[src/rtl/stopwatch_ctrl.sv]
// Stopwatch front end: synchronizes and debounces three pushbuttons and sequences
// the one-cycle on_off commands for the millisecond up-counter, plus lap capture.
module stopwatch_ctrl #(
  parameter int unsigned DEBOUNCE_CYCLES = 100000,
  parameter int unsigned CNT_W           = 16
) (
  input  logic             clk,
  input  logic             rst,
  input  logic             btn_start_stop,
  input  logic             btn_reset,
  input  logic             btn_lap,
  input  logic [CNT_W-1:0] cnt_up_ms,
  output logic [2:0]       on_off,
  output logic             running,
  output logic [CNT_W-1:0] lap_ms,
  output logic             lap_valid
);

  localparam int unsigned DB_W = (DEBOUNCE_CYCLES > 2) ? $clog2(DEBOUNCE_CYCLES) : 1;
  localparam logic [DB_W-1:0] DB_LAST = DB_W'(DEBOUNCE_CYCLES - 1);

  localparam logic [2:0] CMD_NONE  = 3'b000;
  localparam logic [2:0] CMD_START = 3'b001;
  localparam logic [2:0] CMD_SAVE  = 3'b010;
  localparam logic [2:0] CMD_CLEAR = 3'b011;

  typedef enum logic [2:0] {
    S_IDLE    = 3'd0,
    S_START   = 3'd1,
    S_RUN     = 3'd2,
    S_STOP    = 3'd3,
    S_CLR_ARM = 3'd4,
    S_CLR     = 3'd5,
    S_GUARD   = 3'd6
  } state_t;

  logic [2:0]      raw;
  logic [2:0]      sync0;
  logic [2:0]      sync1;
  logic [2:0]      level;
  logic [2:0]      level_q;
  logic [2:0]      ev;
  logic [DB_W-1:0] db_cnt [3];

  state_t     state;
  state_t     state_nxt;
  logic       lap_cap_c;
  logic [2:0] on_off_nxt_c;

  assign raw = {btn_lap, btn_reset, btn_start_stop};

  // Synchronizer, debounce counter and edge flop for each button (bit 0 start/stop, 1 reset, 2 lap)
  always_ff @(posedge clk) begin
    if (rst) begin
      sync0   <= '0;
      sync1   <= '0;
      level   <= '0;
      level_q <= '0;
      for (int i = 0; i < 3; i++) db_cnt[i] <= '0;
    end else begin
      sync0   <= raw;
      sync1   <= sync0;
      level_q <= level;
      for (int i = 0; i < 3; i++) begin
        if (sync1[i] == level[i]) begin
          db_cnt[i] <= '0;
        end else if (db_cnt[i] == DB_LAST) begin
          db_cnt[i] <= '0;
          level[i]  <= ~level[i];
        end else begin
          db_cnt[i] <= db_cnt[i] + DB_W'(1);
        end
      end
    end
  end

  // Press events only; releases are ignored
  assign ev = level & ~level_q;

  always_ff @(posedge clk) begin
    if (rst) state <= S_IDLE;
    else     state <= state_nxt;
  end

  // Next state with reset > start_stop > lap priority; events outside IDLE/RUN are dropped
  always_comb begin
    state_nxt    = state;
    lap_cap_c    = 1'b0;
    on_off_nxt_c = CMD_NONE;
    case (state)
      S_IDLE: begin
        if (ev[1])      state_nxt = S_CLR_ARM;
        else if (ev[0]) state_nxt = S_START;
      end
      S_START:   state_nxt = S_RUN;
      S_RUN: begin
        if (ev[1])      state_nxt = S_CLR;
        else if (ev[0]) state_nxt = S_STOP;
        else if (ev[2]) lap_cap_c = 1'b1;
      end
      S_STOP:    state_nxt = S_GUARD;
      S_CLR_ARM: state_nxt = S_CLR;
      S_CLR:     state_nxt = S_GUARD;
      S_GUARD:   state_nxt = S_IDLE;
      default:   state_nxt = S_IDLE;
    endcase
    case (state_nxt)
      S_START, S_CLR_ARM: on_off_nxt_c = CMD_START;
      S_STOP:             on_off_nxt_c = CMD_SAVE;
      S_CLR:              on_off_nxt_c = CMD_CLEAR;
      default:            on_off_nxt_c = CMD_NONE;
    endcase
  end

  // Outputs registered from the next-state decode so they track the state register exactly
  always_ff @(posedge clk) begin
    if (rst) begin
      on_off    <= CMD_NONE;
      running   <= 1'b0;
      lap_ms    <= '0;
      lap_valid <= 1'b0;
    end else begin
      on_off    <= on_off_nxt_c;
      running   <= (state_nxt == S_RUN);
      lap_valid <= lap_cap_c;
      if (state_nxt == S_CLR) lap_ms <= '0;
      else if (lap_cap_c)     lap_ms <= cnt_up_ms;
    end
  end

endmodule
[config.mk]
export PLATFORM = sky130hd
export DESIGN_NAME = stopwatch_ctrl
export DESIGN_NICKNAME = d
export VERILOG_FILES = /design/src/rtl/stopwatch_ctrl.sv
export SDC_FILE = /design/constraint.sdc
export NUM_CORES = 1
export LEC_CHECK = 0
export CAP_MARGIN = 10
export CORE_MARGIN = 2
export CORE_UTILIZATION = 48
export DETAILED_ROUTE_END_ITERATION = 10
export DONT_BUFFER_PORTS = 1
export PLACE_DENSITY = 0.61
export SETUP_SLACK_MARGIN = 0.4
export SYNTH_ARGS = -nofsm -noshare
export SYNTH_HDL_FRONTEND = slang
export SYNTH_SLANG_ARGS = --single-unit
[constraint.sdc]
create_clock -name clk -period 2.8 [get_ports clk]
set_clock_uncertainty 0.15 [all_clocks]
set_input_delay 0.42 -clock clk [delete_from_list [all_inputs] [get_ports clk]]
set_output_delay 0.42 -clock clk [all_outputs]
set_load 0.01 [all_outputs]
* After elaboration in Yosys (flattened, before gate mapping) *
Memory sizes are Yosys's and may differ from the RTL's.
Cells that the tools add are included.

storage, ports and cells
  bits in registers = 36
  memories kept = 1
  bits of input ports = 21
  memory bits (writable) = 51
  word-level logic and storage cells = 109
  output and inout bits = 21

memories
  name    depth  bits a word  rd ports  clocked after memory_dff  write ports  RTL line  text
  db_cnt  3      17           3         0                         3            43        logic [DB_W-1:0] db_cnt [3];

cells by class
  reductions and logical operators = 7
  mux-type cells = 54
  equal/unequal tests = 16
  add/sub/neg operators = 3
  bitwise logic cells = 17

operators with widths
  operator                                                                count
  17-bit 2-to-1 mux                                                       9
  17-bit by 1-bit adder with 17-bit output (second input constant)        3
  17-bit equality test (second input constant)                            3
  1-bit 2-to-1 mux                                                        39
  3-bit one-hot mux with 5 select lines                                   1
  3-bit by 2-bit equality test with 1-bit output (second input constant)  4
  3-bit equality test (second input constant)                             4
  3-bit 2-to-1 mux                                                        4
  1-bit bitwise OR                                                        9
  3-bit by 1-bit equality test with 1-bit output (second input constant)  2
  1-bit inverter                                                          6
  2-bit one-hot mux with 3 select lines                                   1
  2-bit AND reduction                                                     3
  2-bit OR reduction                                                      3
  3-bit bitwise AND                                                       1
  1-bit equality test                                                     3
  3-bit zero test                                                         1
  3-bit inverter                                                          1

* Logic depth before layout (Yosys ltp) *
  depth in word-level cells = 8
  depth in mapped cells = 7
  gate-level depth less buffers = 5

* Worst setup path before layout *
No wires, ideal clock.

  path kind = reg2reg
  from = memory db_cnt[1][14] (netlist bit)
  to = memory db_cnt[1][9] (netlist bit) (data pin)
  path buffers = 1
  clock period less this slack = 2.152 ns
  slack = 0.648 ns
  cell stages (with the launch flop) = 6
  library setup time = 0.254 ns
  arrival time = 1.748 ns
  data required time = 2.396 ns
  cell sequence = edfxtp_1 > or4b_1 > or4_4 > nand2_4 > buf_6 > nor2_1

RTL lines
  item                RTL line
  start: declaration  43

==> qor.txt <==
Initial Util: 49.7%
DRT iter0 DRCs: 71
Post-synth cell types: 44
Die Span Y: 96.2 um
Core ar.: 0.00822 mm^2
Critical path class: flip-flop to flip-flop
Final max-slew violation count: 0
Gpl congestion: 0.810
Placed cell area: 0.00435 mm^2
Ports: 42
Minimum clock period: 2.26 ns
Routed met1 length: 3260 um
First-pass GRT wire length: 11500 um
Period utilization: 80.7%
Fin. Hold Viols: 0
Worst skew pair latency: 0.35 ns
Worst Max-Slew Pin Slew: 0.655 ns
Layout Nets: 460
Critical path, cell by cell: or4b_2, nor4_2, or3_1, buf_4, nor2_1
Crit end category: flip-flop
CTS Buf Count: 9
Worst Path Required: 2.75 ns
CTS tree: yes
FMAX: 0.443 GHz
Area grow syn2layout: 12.0%
Drt wl/cell: 12.0 um
DR DRC count: 0
Final setup viols: 0
Total grt overflow: 0
Htree depth: 3
MaxCap Viol Count: 0
Slowest CP cell: or4b_2
Synth Instances: 382
Post-synthesis register bit count: 86
Largest net degree at the start of global routing: 19
Routed wire length on met2: 3040 um
IR drop worst, VDD: 0.256 mV
Crit path buf inv count: 1
Clk slew on worst S/H paths: 0.09 ns
CP Data Arrival Time: 2.21 ns
Post-route design area: 0.00457 mm^2
DR WL met3: 176 um
Fillers: 768
DIE AREA: 0.00925 mm^2
Leak: 0.00166 uW
Setup TNS: 0 ns
Top Metal Used: met4
PortBufs: 0
Post-synthesis sequential area ratio: 54.7%
Std-Cell Rows: 33
ANT nets after route: 0
Chip width: 96.2 um
Vias in the first global route: 2647
Via density: 4.96
Hold WC Path Type: input port to flip-flop
RSZ-0062 raised after global routing: no
Outcome: completed
Worst setup SP type: flip-flop
Initial antenna violation count: 0
Highest cell delay on the worst timing path: 0.67 ns
Overall global routing resource usage: 15.9%
Power Density: 508 mW/mm^2
DP HPWL: 4600 um
Vias: 2706
CTS max path bufs: 2
Max-slew headroom: 56.2%
Mapped Avg Cell Area: 10.7 um^2
Synth warn: 0
CP top delay family: simple AND/OR/NAND/NOR gates
Mapped Area: 0.00408 mm^2
Layout cells sized above 1: 6.80%
Worst Path Max Fanout: 17
Root buffer cell: clkbuf_8
ANT cells: 0
First-pass DRT Iterations: 5
DRT Wirelength: 6570 um
Clock sinks: 86
[cell usage after synthesis (all sizes together)]
cell type / instances / area share (%)
o21ai: 2 / 0.25
clkbuf: 5 / 0.46
or2: 1 / 0.15
o31ai: 1 / 0.52
edfxtp: 51 / 38
o21bai: 1 / 0.18
a211oi: 1 / 0.18
nor3b: 1 / 0.18
a21boi: 2 / 0.37
inv: 10 / 0.92
xor2: 9 / 1.9
nor4: 16 / 2.6
nor2: 74 / 6.8
xnor2: 38 / 8.2
or4: 2 / 0.55
or4b: 3 / 0.74
a21oi: 4 / 0.49
nand4: 15 / 2.3
or3: 3 / 0.46
or4bb: 2 / 0.55
mux2: 2 / 0.64
nand3: 17 / 2.1
buf: 7 / 1.3
and4: 2 / 0.43
or3b: 1 / 0.21
nand2: 17 / 1.7
conb: 2 / 0.18
nand2b: 3 / 0.46
nor2b: 10 / 1.5
o41ai: 1 / 0.21
and3: 2 / 0.31
ha: 3 / 0.92
nand4b: 1 / 0.21
nor4b: 1 / 0.21
nor3: 17 / 2.1
nand4bb: 1 / 0.28
dfxtp: 35 / 17
mux2i: 19 / 4.7
[state kept, by name, indices dropped and copies added (netlist names)]
| name | flops |
|---|---|
| sync1 | 3 |
| sync0 | 3 |
| lap_valid | 1 |
| on_off | 2 |
| running | 1 |
| state | 3 |
| level | 3 |
| db_cnt | 51 |
| lap_ms | 16 |
| level_q | 3 |
[layout by cell type, fill, tap and decap left out, drive strengths merged, types with 3 or more instances in the layout]
master | netlist | routed
nor2 | 74 | 74
conb | 2 | 52
edfxtp | 51 | 51
xnor2 | 38 | 38
dfxtp | 35 | 35
mux2i | 19 | 19
nand3 | 17 | 17
nor3 | 17 | 17
nand2 | 17 | 17
nor4 | 16 | 16
nand4 | 15 | 15
inv | 10 | 15
clkbuf | 5 | 11
nor2b | 10 | 10
xor2 | 9 | 9
a21oi | 4 | 4
buf | 7 | 4
or3 | 3 | 3
nand2b | 3 | 3
ha | 3 | 3
or4b | 3 | 3
[cell type report]
cell class,instances,area [um^2],area share (%)
flip-flops and latches,86,2230,48.9
multi-input cells,324,1930,42.2
clock buffers,11,151,3.31
well taps,105,131,2.88
repair buffers,5,52.6,1.15
inverters,10,37.5,0.822
clock inverters,5,36.3,0.794
[metal layers]
metal  up-vias  track usage (%)
met3         7             3.92
li1       1412                -
met2        35             24.9
met1      1252             20.6
met5         -                0
met4         0             7.38
[cell families (layout without fill, tap and decap cells)]
kind of cell | Yosys count | in the layout | synth area share (%)
mux | 21 | 21 | 5.30
flops | 86 | 86 | 54.7
buf+inv | 22 | 31 | 2.67
simple gates | 189 | 189 | 23.9
compound gates | 12 | 12 | 2.21
xor+xnor | 47 | 47 | 10.1
other cells | 2 | 52 | 0.184
fa+ha+maj | 3 | 3 | 0.920
[path summary, 6_finish.rpt]
path	start	to	slack (ns)	cells after the start
worst max-delay path	db_cnt[0][13]	db_cnt[0][16]	0.54	5
worst min-delay path	btn_lap	sync0[2]	0.04	1
worst max register to register	db_cnt[0][13]	db_cnt[0][16]	0.54	5
worst min register to register	sync0[2]	sync1[2]	0.30	1
[where the power goes]
group	internal (uW)	switching (uW)	leakage, uW
Combinational	35.9	47.4	0.000753
Sequential	1370	38.5	0.000809
Clock	379	448	0.000102
[stage by stage]
stage | hold slack, ns | cells | worst slack, ns | total power (uW) | utilization (%)
6_report | 0.0434 | 546 | 0.541 | 2320 | 55.6
5_1_grt | 0.0364 | 546 | 0.410 | 2430 | 55.6
4_1_cts | 0.0251 | 545 | 0.503 | 2350 | 55.4
3_5_place_dp | 0.279 | 528 | 0.513 | 1520 | 52.9
3_3_place_gp | 0.274 | 528 | 0.534 | 1520 | 52.9
2_1_floorplan | 0.264 | 432 | 0.648 | 1500 | -
[what timing repair did]
item / 4_1_cts / 5_1_grt
hold buffers: 1 / 0
resized for setup: 0 / 0
endpoints found under the hold margin: 18 / 0
setup buffers: 0 / 1
setup endpoints to repair: 0 / 3
No activity file was read; power rests on OpenSTA's default activity.
